`src/rtl/readout_pkg.sv`:
```
// Shared constants and state encoding for the result read port.
package readout_pkg;

    localparam int unsigned ADDR_W    = 8;
    localparam int unsigned RES_DEPTH = 32;
    localparam int unsigned MEM_AW    = 5;
    localparam int unsigned DATA_W    = 18;
    localparam int unsigned HALF_W    = DATA_W / 2;

    typedef enum logic [2:0] {
        ST_IDLE  = 3'd0,
        ST_ISSUE = 3'd1,
        ST_WAIT  = 3'd2,
        ST_LO    = 3'd3,
        ST_HI    = 3'd4
    } state_t;

endpackage

```
`src/rtl/result_readout.sv`:
```
// Result read port: fetches one 18-bit result word and returns it as two 9-bit halves.
module result_readout
    import readout_pkg::*;
(
    input  logic              clk,
    input  logic              rst,
    input  logic              read_n,
    input  logic [ADDR_W-1:0] r_addr,
    input  logic              busy_in,
    output logic              ry,
    output logic [HALF_W-1:0] read_data,
    output logic              mem_cen_n,
    output logic [MEM_AW-1:0] mem_addr,
    input  logic [DATA_W-1:0] mem_rdata
);

    state_t            state;
    state_t            state_d;
    logic              accept;
    logic              in_range;
    logic              oor;
    logic [DATA_W-1:0] word;

    assign in_range = (r_addr < ADDR_W'(RES_DEPTH));

    // State register
    always_ff @(posedge clk or negedge rst) begin
        if (!rst) begin
            state <= ST_IDLE;
        end else begin
            state <= state_d;
        end
    end

    // Next state, request acceptance and ready; ry is held low during reset
    always_comb begin
        state_d = state;
        accept  = 1'b0;
        ry      = 1'b0;
        case (state)
            ST_IDLE: begin
                ry     = rst & ~busy_in;
                accept = ~read_n & ~busy_in;
                if (accept) begin
                    state_d = ST_ISSUE;
                end
            end
            ST_ISSUE: state_d = ST_WAIT;
            ST_WAIT:  state_d = ST_LO;
            ST_LO:    state_d = ST_HI;
            ST_HI:    state_d = ST_IDLE;
            default:  state_d = ST_IDLE;
        endcase
    end

    // SRAM strobe, captured word and serialized half-word output
    always_ff @(posedge clk or negedge rst) begin
        if (!rst) begin
            mem_cen_n <= 1'b1;
            mem_addr  <= '0;
            oor       <= 1'b0;
            word      <= '0;
            read_data <= '0;
        end else begin
            mem_cen_n <= 1'b1;
            if (accept) begin
                // Truncation is safe: out-of-range indices never enable the SRAM
                mem_addr  <= r_addr[MEM_AW-1:0];
                oor       <= ~in_range;
                mem_cen_n <= ~in_range;
            end
            if (state == ST_WAIT) begin
                word      <= oor ? '0 : mem_rdata;
                read_data <= oor ? '0 : mem_rdata[HALF_W-1:0];
            end
            if (state == ST_LO) begin
                read_data <= word[DATA_W-1:HALF_W];
            end
        end
    end

endmodule
```
`config.mk`:
```
export PLATFORM = sky130hd
export DESIGN_NAME = result_readout
export DESIGN_NICKNAME = d
export VERILOG_FILES = /design/src/rtl/readout_pkg.sv /design/src/rtl/result_readout.sv
export SDC_FILE = /design/constraint.sdc
export NUM_CORES = 1
export LEC_CHECK = 0
export ABC_AREA = 1
export CELL_PAD_IN_SITES_DETAIL_PLACEMENT = 2
export CELL_PAD_IN_SITES_GLOBAL_PLACEMENT = 2
export CORE_MARGIN = 1.5
export CORE_UTILIZATION = 27
export DETAILED_ROUTE_END_ITERATION = 8
export PLACE_DENSITY_LB_ADDON = 0.05
export SLEW_MARGIN = 20
export SYNTH_ARGS = -nofsm -noshare
export SYNTH_HDL_FRONTEND = slang
export SYNTH_SLANG_ARGS = --single-unit
```
`constraint.sdc`:
```
create_clock -name clk -period 2.38 [get_ports clk]
set_input_delay 0.476 -clock clk [delete_from_list [all_inputs] [get_ports clk]]
set_output_delay 0.476 -clock clk [all_outputs]
set_load 0.05 [all_outputs]
```
**After elaboration in Yosys (flattened, before gate mapping)**

Index checks and enable logic that the tools add are counted.
W data, S select, Z words.

- Register bits after elaboration: 37
- Logic and storage cells: 27
- Bits in read-only memories: 0
- Bits in latches: 0
- Output and inout bits: 16
- Bits in writable memories: 0
- Memories kept: 0

- Shifts and indexed selects: 0
- Bitwise logic cells: 5
- $mul: 0
- Add/sub/neg operators: 0
- Magnitude comparators: 1
- Multiplexer cells: 9
- Equal/unequal tests: 4
- Reductions and logical operators: 2
- Divide/modulo/power cells: 0

Operators by type and width:

| operator | number |
|---|---|
| $mux W9 | 3 |
| $mux W18 | 1 |
| $pmux W3 S4 | 1 |
| $lt A8 B6 Y1 const B | 1 |
| $eq A3 B2 Y1 const B | 2 |
| $eq A3 B1 Y1 const B | 1 |
| $logic_not A3 Y1 | 1 |
| $mux W1 | 3 |
| $mux W3 | 1 |
| $not A1 Y1 | 3 |
| $and A1 B1 Y1 | 2 |
| $ne A2 B2 Y1 const B | 1 |
| $reduce_bool A2 Y1 | 1 |

**Logic depth before layout (Yosys ltp)**

- Word-level depth: 4
- Gate-level depth with buffers: 5
- Mapped depth without buffers: 5

**Least setup slack after synthesis**

OpenSTA, ideal clock, no wires.

- Kind: reg-to-output
- Start point: register state[1]
- End point: output port ry
- Setup slack: 491 ps
- Data required time: 1,904 ps
- Arrival time: 1,413 ps
- Buffers on the path: 1
- Cell stages (with the launch flop): 5
- Cells stage by stage: dfrtp_1 -> buf_2 -> nor2_1 -> nand2_1 -> nor2_1

- Longest elaborated chain between the ends: 2

RTL lines:

| what | RTL line | RTL |
|---|---|---|
| from (decl) | result_readout.sv:17 | `state_t state;` |
| from (signal assigned) | result_readout.sv:31 | `state <= state_d;` |
| $logic_not A3 Y1 | result_readout.sv:40 | `case (state)` |
| $mux W1 | result_readout.sv:40 |  |
| to (decl) | result_readout.sv:10 | `output logic ry,` |

Every way passes these cells.

**Final worst setup path**

- Start point: register state[0]
- End point: output port ry

Same word-level chain as after synthesis.

==> summary.md <==
| Metric | Value |
|---|---|
| Layout filler cell count | 486 |
| Seq/Total Area, Yosys | 0.5588 |
| Total core area | 4414 um^2 |
| Cts bufs inserted | 3 |
| Longest Clk Path Bufs | 2 |
| Max-Cap Viols | 0 |
| Die W | 71.21 um |
| Root buf cell | clkbuf_8 |
| H-tree Lvls | 1 |
| Vias per inst | 4.915 |
| Fmax achieved | 463.3 MHz |
| Global Route Usage Sum | 0.1620 |
| Cell Rows | 24 |
| Busiest grt layer | met2 |
| GR met1 Demand/Resource | 0.2104 |
| Setup TNS | 0 ns |
| Final hold slack | 0.4886 ns |
| Worst path depth | 6 |
| CTS tree | built |
| Worst setup margin | 0.2215 ns |
| Hold path depth | 2 |
| Total Wirelength | 3744 um |
| Measured slew at the worst slew-check pin | 0.5337 ns |
| Placer Congestion | 0.6883 |
| Final worst path period share | 0.9070 |
| Pre-CTS worst setup slack | 0.4392 ns |
| Antenna violations before repair | 0 |
| Inserted Diodes | 0 |
| Number of synthesized register bits | 28 |
| Die height | 71.21 um |
| Grt total ovfl | 0 |
| Clock network fraction of design power | 0.115 |
| Worst Path Max Fanout | 12 |
| Clk_lat worst skew | 0.27 ns |
| RSZ-0062 raised after global routing | no |
| Fin. Hold Viols | 0 |
| Postcts setup bufs | 0 |
| CP bufs+invs | 2 |
| WS Path Type | reg2out |
| Element type at the critical path end | output pin |
| Nets@finish | 215 |
| Clock Skews | 0.004860 ns |
| Wire length per cell | 15.86 um |
| Cell-internal power | 1.184 mW |
| CTS resizes | 0 |
| Reg power frac | 0.352 |
| FF-to-FF End | mem_addr[4]$_DFFE_PN0P_ |
| Share of the synthesized area in the top cell type | 0.5378 |
| Drt initial violations | 52 |
| WP data arrival | 1.68 ns |
| # hold bufs at CTS | 0 |
| Input/output buffers | 45 |
| Worst r2r src | state[0]$_DFFE_PN0P_ |
| DP HPWL | 2762 um |
| DRC | 0 |
| Final Max Slew Viols | 0 |
| Kind of cell adding the most delay to the critical path | simple AND/OR/NAND/NOR gates |
| Unique cell type count in the Yosys netlist | 14 |
| Max_slew headroom | 0.6420 |
| Synth area leader | dfrtp_1 |
| Pre-antenna DRT Iters | 4 |
| Starting Density | 0.2846 |
| Detail Route Antenna Nets | 0 |
| Peak supply drop | 377.6 uV |
| Most frequent cells in the layout | 46 x nand2_1, 44 x clkdlybuf4s50_1, 27 x dfrtp_1, 21 x nand3_1, 15 x nand4_1 |
| Avg Cell Area, Syn | 9.103 um^2 |
| Final min period | 2.159 ns |
| Worst hold path class | reg2reg |
| TritonCTS Sinks | 28 |
| Synth-to-Final Area Change | 44.22% |
| Yosys warning total | 0 |
| Cell area after synthesis | 1256 um^2 |
| Final setup fails | 0 |
| Crit path to | ry |
| I/O Pins | 46 |
| Commonest non-fill, non-tap cell in the layout | nand2_1 |
| Worst-path clk slew | 0.10 ns |
| Crit. Startpoint | state[0]$_DFFE_PN0P_ |
| Hold Path Origin | mem_addr[2]$_DFFE_PN0P_ |
| Detailed-route via count | 1160 |
| Ranking of synthesized cells by area | dfrtp_1 54%, nand2_1 14%, nand3_1 8.4% |
| Net load switching power | 1.158 mW |
| Share of layout cells above drive strength 1 | 0.1196 |
| Final instance area | 1812 um^2 |
| Leak | 0.8133 nW |
| Met3 capacity usage during global routing | 0.02391 |
| Critical Path RT | 1.90 ns |
| Grt met2 use | 0.2850 |
| Vias in the first global route | 1282 |
| Cell-by-cell trace of the critical path | inv_1 -> nand2_1 -> nor2_1 -> nand2_1 -> nor2_1 -> buf_12 |
| Run status | completed |
| PwrDens | 1293 nW/um^2 |
| Syn Inst Count | 138 |
| Die area | 5071 um^2 |
| CP startpoint kind | flop |
| Slowest stage delay, CP | 0.54 ns |
| Largest net degree at the start of global routing | 29 |
| Final Util | 0.4104 |
| Reg2Reg Setup Slack | 0.80 ns |
| Syn Nets | 168 |
| R2R depth | 4 |
| Switching share of power | 0.4945 |
| Area after DPL | 1767 um^2 |
| Crit-path slowest cell | dfrtp_1 |
| Comb pwr share | 0.533 |
| Global-route wire length before repair | 6382 um |
[Yosys cell counts]
| cell type | instances |
|---|---|
| nand2_1 | 46 |
| dfrtp_1 | 27 |
| nand3_1 | 21 |
| nand4_1 | 15 |
| o21ai_2 | 9 |
| nor2_1 | 4 |
| buf_2 | 3 |
| buf_4 | 3 |
| inv_1 | 3 |
| inv_2 | 2 |
| nor2_4 | 2 |
| clkinv_1 | 1 |
| dfstp_2 | 1 |
| nor2_2 | 1 |
[through the flow]
stage	std cells	total power, mW
finish	236	2.342
detailed placement	232	2.101
global route	236	2.518
floorplan	138	1.678
CTS	236	2.385
global placement	232	2.038
[routing by layer]
metal | vias up | share of wire
met2 | 26 | 0.49
met3 | 2 | 0.034
met4 | 0 | 0.0045
met5 | - | 0
li1 | 560 | -
met1 | 572 | 0.47
[cell type report]
| type | instances | area [um^2] | area share |
|---|---|---|---|
| repair buffers | 48 | 483.0 | 0.2666 |
| inverters | 6 | 22.52 | 0.01243 |
| well taps | 52 | 65.06 | 0.03591 |
| flip-flops and latches | 28 | 701.9 | 0.3874 |
| clock buffers | 4 | 45.04 | 0.02486 |
| multi-input cells | 98 | 494.2 | 0.2728 |
[kinds of logic after synthesis]
group	after synthesis	synth area share
DFF	28	0.5588
AOI/OAI and AO/OA	9	0.06275
buffers and inverters	12	0.04780
and+or+nand+nor	89	0.3307
[registers in the layout, indices dropped and copies added (netlist names)]
signal / cells
mem_cen_n: 1
read_data: 9
state: 3
oor: 1
mem_addr: 5
word: 9
[worst reg2reg max path, delay by kind of cell, from the launching register on]
kind             cells  cell delay, ns
and+or+nand+nor      4            0.93
DFF                  1            0.54
[power groups by stage]
stage	Sequential (mW)	Clock [mW]	Combinational [mW]
after global routing	0.852	0.303	1.36
final	0.824	0.270	1.25
after global placement	0.823	0	1.21
after CTS	0.826	0.287	1.27
after floorplan	1.10	0	0.577
after detailed placement	0.836	0	1.27
[how the worst min path moves through the flow]
stage	slack, ns	endpoint
after floorplan	0.18	mem_addr[0]$_DFFE_PN0P_
after global placement	0.46	mem_addr[2]$_DFFE_PN0P_
after detailed placement	0.47	mem_addr[2]$_DFFE_PN0P_
after CTS	0.50	mem_addr[2]$_DFFE_PN0P_
after global routing	0.53	oor$_DFFE_PN0P_
final	0.49	mem_addr[2]$_DFFE_PN0P_
No activity file was read; power rests on OpenSTA's default activity.
==> RTL edit 1 (config.mk and constraints unchanged) <==
Set the package constant `ADDR_W` to 10 (it was 8).
--- a/src/rtl/readout_pkg.sv
+++ b/src/rtl/readout_pkg.sv
@@ -3,3 +3,3 @@
 
-    localparam int unsigned ADDR_W    = 8;
+    localparam int unsigned ADDR_W    = 10;
     localparam int unsigned RES_DEPTH = 32;
Ports: changed (resized r_addr); port bits go from 46 to 48. No check against the original RTL was run, so the function may have changed too.
==> RTL edit 1 against the original RTL <==
Worst setup slack better by 0.082 ns; largest power group unchanged; via count increased by 7.8%; synthesized cell count grew 27%; worst hold slack got worse by 0.0052 ns; power is 3.6% higher; wire length is 4.7% higher; register-to-register slack worse by 0.12 ns; area after synthesis increased by 14%; sequential power increased by 3.0%; sequential cell count unchanged; final area is 9.4% higher.
==> RTL edit 1: results (changes against the original RTL) <==
diode count: 0 (unchanged)
sequential fraction of the synthesis area: 0.491 (-0.0675)
Comb group: 1.28 mW
CP Max Fanout: 1 (-11)
antenna violations before repair: 0 (unchanged)
critical path's slowest cell: clkdlybuf4s50_1
leakage power: 0.974 nW (+20%)
top cells by area, synth: dfrtp_1 (47%), nand2_1 (22%), o21ai_2 (5.5%), nand4_1 (3.9%), nor2_1 (3.7%)
IO buf count: 47 (+4.4%)
share of cells above drive strength 1: 0.114 (-0.00593)
H-Tree Depth: 1 (unchanged)
net switching power: 1.19 mW (+2.8%)
vias in the first global route: 1365 (+6.5%)
VDD IR max: 0.414 mV (+9.8%)
pin count of the biggest net entering global routing: 29 (unchanged)
Final Wtd Congestion: 0.677 (-1.7%)
Post-CTS Setup Bufs: 0 (unchanged)
detailed placement HPWL: 3.07 mm (+11%)
CLK BUF: 4 (unchanged)
Worst path max stage delay: 0.80 ns (+0.26 ns)
Clock Network Area Fraction: 0.0278 (+0.00292)
post-cts sizing count: 0 (unchanged)
non-clock buffer share of cell area: 0.246 (-0.0204)
DR iter-0 viols: 15 (-71%)
clock buffer depth: 2 (unchanged)
biggest regs: read_data x9, word x9, mem_addr x5
synth warn: 0 (unchanged)
Data arrival, critical path: 1.60 ns (-0.08 ns)
syn nets: 207 (+23%)
fillcell total: 598 (+23%)
Synth cell types: 22 (+8)
first-pass GRT wire length: 6.44 mm (+0.86%)
clk_lat worst skew: 0.27 ns (about the same)
Worst-Margin Slew: 0.513 ns (-0.0203 ns)
Seq area share: 0.354 (-0.0333)
Largest delay share family, worst path: buffers and inverters
P_clk: 0.294 mW (+8.9%)
WL/cell: 13.5 um (-15%)
routing usage on met1: 0.192 (-0.0184)
GRT Util Overall: 0.148 (-0.0145)
status: finished, final reports clean
Clk Tree Root Cell: clkbuf_8
Vias: 1250 (+7.8%)
Non-CTS inverters: 15 (+9)
multi-input combinational area share: 0.297 (+0.0239)
met3 GRT Util: 0.0198 (-0.00407)
top cells by count, synth: nand2_1 (82), dfrtp_1 (27), nor2_1 (14)
Layout Skew: 0.00213 ns (-0.00273 ns)
met2 Use GR: 0.264 (-0.0212)
flops & latches, synth: 28 (unchanged)
Nets: 253 (+18%)
Hold Path Class: flop to flop
#MultiIn Comb: 125 (+28%)
-- RTL edit 1: cell count changes after synthesis, moves of 2 or more --
| cell | unedited run | this run |
|---|---|---|
| nand4_1 | 15 | 9 |
| buf_2 | 3 | 0 |
| nor2_1 | 4 | 14 |
| nand3_1 | 21 | 2 |
| inv_1 | 3 | 12 |
| nand2_2 | 0 | 3 |
| nand2_1 | 46 | 82 |
| buf_6 | 0 | 2 |
| clkbuf_8 | 0 | 2 |
-- RTL edit 1: worst paths after layout --
kind | from | end | slack, ns | cells after the start
setup / recovery | mem_cen_n | mem_cen_n | 0.30 | 1
hold / removal | read_data[0] | read_data[0] | 0.48 | 2
setup reg to reg | state[0] | read_data[3] | 0.68 | 6
hold reg to reg | read_data[0] | read_data[0] | 0.48 | 2
max in group asynchronous | rst | mem_cen_n | 1.40 | 2
min in group asynchronous | rst | read_data[1] | 0.66 | 2
-- RTL edit 1: routing by layer --
metal	vias to the layer above	wire length [um]
li1	627	-
met1	596	1820
met2	25	1970
met3	2	118
met4	0	18
met5	-	0
-- RTL edit 1: stage by stage --
step | instance area (um2) | hold WS, ns | worst slack, ns | power, mW | instances
global placement | 1930 | 0.461 | 0.470 | 2.09 | 286
floorplan | 1430 | 0.180 | 0.521 | 1.81 | 175
detailed placement | 1930 | 0.466 | 0.469 | 2.16 | 286
finish | 1980 | 0.483 | 0.304 | 2.43 | 290
global route | 1980 | 0.513 | 0.268 | 2.64 | 290
CTS | 1980 | 0.492 | 0.275 | 2.48 | 290
-- RTL edit 1: kinds of logic (layout without fill, tap and decap cells) --
group / Yosys count / count (layout) / share of synthesized area
simple gates: 116 / 116 / 0.356
compound gates: 9 / 9 / 0.0552
buf+inv: 22 / 67 / 0.0972
flops: 28 / 28 / 0.491
==> RTL edit 2 (same flow settings) <==
Made on the original files. Add an input register stage for `read_n`, `r_addr`, `busy_in` and `mem_rdata`, with the module's reset; this delays them by one clock.
--- a/src/rtl/result_readout.sv
+++ b/src/rtl/result_readout.sv
@@ -16,2 +16,21 @@
 
+    logic read_n_q;
+    logic [ADDR_W-1:0] r_addr_q;
+    logic busy_q;
+    logic [DATA_W-1:0] mem_rdata_q;
+
+    always_ff @(posedge clk or negedge rst) begin
+        if (!rst) begin
+            read_n_q    <= '0;
+            r_addr_q    <= '0;
+            busy_q      <= '0;
+            mem_rdata_q <= '0;
+        end else begin
+            read_n_q    <= read_n;
+            r_addr_q    <= r_addr;
+            busy_q      <= busy_in;
+            mem_rdata_q <= mem_rdata;
+        end
+    end
+
     state_t            state;
@@ -23,3 +42,3 @@
 
-    assign in_range = (r_addr < ADDR_W'(RES_DEPTH));
+    assign in_range = (r_addr_q < ADDR_W'(RES_DEPTH));
 
@@ -41,4 +60,4 @@
             ST_IDLE: begin
-                ry     = rst & ~busy_in;
-                accept = ~read_n & ~busy_in;
+                ry     = rst & ~busy_q;
+                accept = ~read_n_q & ~busy_q;
                 if (accept) begin
@@ -67,3 +86,3 @@
                 // Truncation is safe: out-of-range indices never enable the SRAM
-                mem_addr  <= r_addr[MEM_AW-1:0];
+                mem_addr  <= r_addr_q[MEM_AW-1:0];
                 oor       <= ~in_range;
@@ -72,4 +91,4 @@
             if (state == ST_WAIT) begin
-                word      <= oor ? '0 : mem_rdata;
-                read_data <= oor ? '0 : mem_rdata[HALF_W-1:0];
+                word      <= oor ? '0 : mem_rdata_q;
+                read_data <= oor ? '0 : mem_rdata_q[HALF_W-1:0];
             end
Function: changed (Yosys sat finds a counterexample within 4 cycles, from zero or initial values and one cycle with rst low).
==> RTL edit 2 against the original RTL <==
Power grew 36%; critical path type unchanged; utilization fell by 4.1 points; via count rose by 24%; sequential cell count up 28; worst setup slack better by 0.054 ns; critical endpoint is now mem_cen_n; final area is 49% higher; wire length rose by 20%; area after synthesis increased by 63%; synthesized cell count rose by 48%; register-to-register slack better by 0.06 ns.
==> RTL edit 2: results (changes against the original RTL) <==
status: finished, final reports clean
CP Max Fanout: 1 (-11)
leakage power: 1.30 nW (+60%)
VDD IR max: 0.374 mV (-0.82%)
pin count of the biggest net entering global routing: 57 (+97%)
DR iter-0 viols: 40 (-23%)
detailed placement HPWL: 3.22 mm (+17%)
Rel. slew slack: 0.528 (-0.114)
hold slack: 0.349 ns (-0.140 ns)
WL/cell: 12.8 um (-20%)
R2R setup slack: 0.86 ns (+0.06 ns)
top cells by area, synth: dfrtp_1 (67%), nand2_1 (16%), nand4_1 (3.1%), inv_1 (2.6%), nor2_1 (2.4%)
GRT Util Overall: 0.121 (-0.0414)
syn nets: 234 (+39%)
Final Wtd Congestion: 0.696 (+1.1%)
share of cells above drive strength 1: 0.0709 (-0.0487)
CTS Buf Count: 5 (+2)
fillcell total: 837 (+72%)
H-Tree Depth: 2 (+1)
Nets: 283 (+32%)
Layout Skew: 0.00676 ns (+0.00190 ns)
worst reg2reg endpoint: read_data[1]
Worst path max stage delay: 0.79 ns (+0.25 ns)
clk_lat worst skew: 0.30 ns (+0.03 ns)
vias per cell: 4.09 (-17%)
biggest regs: mem_rdata_q x18, read_data x9, word x9
Synth cell types: 20 (+6)
Data arrival, critical path: 1.63 ns (-0.05 ns)
first-pass GRT wire length: 7.79 mm (+22%)
top cells by count, synth: nand2_1 (85), dfrtp_1 (55), inv_1 (14)
Largest delay share family, worst path: buffers and inverters
sequential fraction of the synthesis area: 0.685 (+0.126)
Int Pwr: 1.81 mW (+53%)
Place WS: 0.623 ns (+0.184 ns)
vias in the first global route: 1602 (+25%)
Hold Path Class: input port to asynchronous set/reset pin
-- RTL edit 2: cell families (layout without fill, tap and decap cells) --
family / Yosys count / count (layout) / share of synthesized area
buffers and inverters: 22 / 72 / 0.0519
and+or+nand+nor: 114 / 114 / 0.234
DFF: 56 / 56 / 0.685
AOI/OAI and AO/OA: 12 / 12 / 0.0293
-- RTL edit 2: through the flow --
stage | cell area [um2] | std cells | total power [mW] | utilization
floorplan | 2050 | 204 | 2.26 | -
global placement | 2610 | 345 | 2.67 | 0.357
detailed placement | 2610 | 345 | 2.70 | 0.357
CTS | 2700 | 353 | 3.25 | 0.370
global route | 2700 | 353 | 3.43 | 0.370
finish | 2700 | 353 | 3.18 | 0.370
-- RTL edit 2: layer usage --
layer  wire length, um  up-vias  GRT usage
li1                  -      727          -
met1              2120      686      0.158
met2              2180       28      0.198
met3               170        2     0.0338
met4                31        0     0.0278
met5                 0        -          0
-- RTL edit 2: cell type report --
class / instances / area (um2) / area share
timing repair buffer: 48 / 478 / 0.177
clock inverter: 2 / 16.3 / 0.00604
sequential: 56 / 1400 / 0.520
inverter: 16 / 62.6 / 0.0232
multi-input combinational: 126 / 539 / 0.200
tap: 99 / 124 / 0.0460
clock buffer: 6 / 72.6 / 0.0269
-- RTL edit 2: worst max-delay path by stage --
| stage | from | end | slack (ns) | depth (start not counted) |
|---|---|---|---|---|
| finish | mem_cen_n | mem_cen_n | 0.28 | 1 |
| global route | mem_cen_n | mem_cen_n | 0.25 | 1 |
| CTS | mem_cen_n | mem_cen_n | 0.26 | 1 |
| detailed placement | mem_cen_n | mem_cen_n | 0.62 | 1 |
| global placement | mem_cen_n | mem_cen_n | 0.61 | 1 |
| floorplan | state[1] | ry | 0.60 | 3 |
-- RTL edit 2: power groups by stage --
| stage | Clock [mW] | Combinational, mW | Sequential (mW) |
|---|---|---|---|
| after floorplan | 0 | 0.639 | 1.62 |
| after global placement | 0 | 1.34 | 1.34 |
| after detailed placement | 0 | 1.36 | 1.35 |
| after CTS | 0.555 | 1.36 | 1.33 |
| after global routing | 0.584 | 1.49 | 1.36 |
| final | 0.519 | 1.33 | 1.32 |
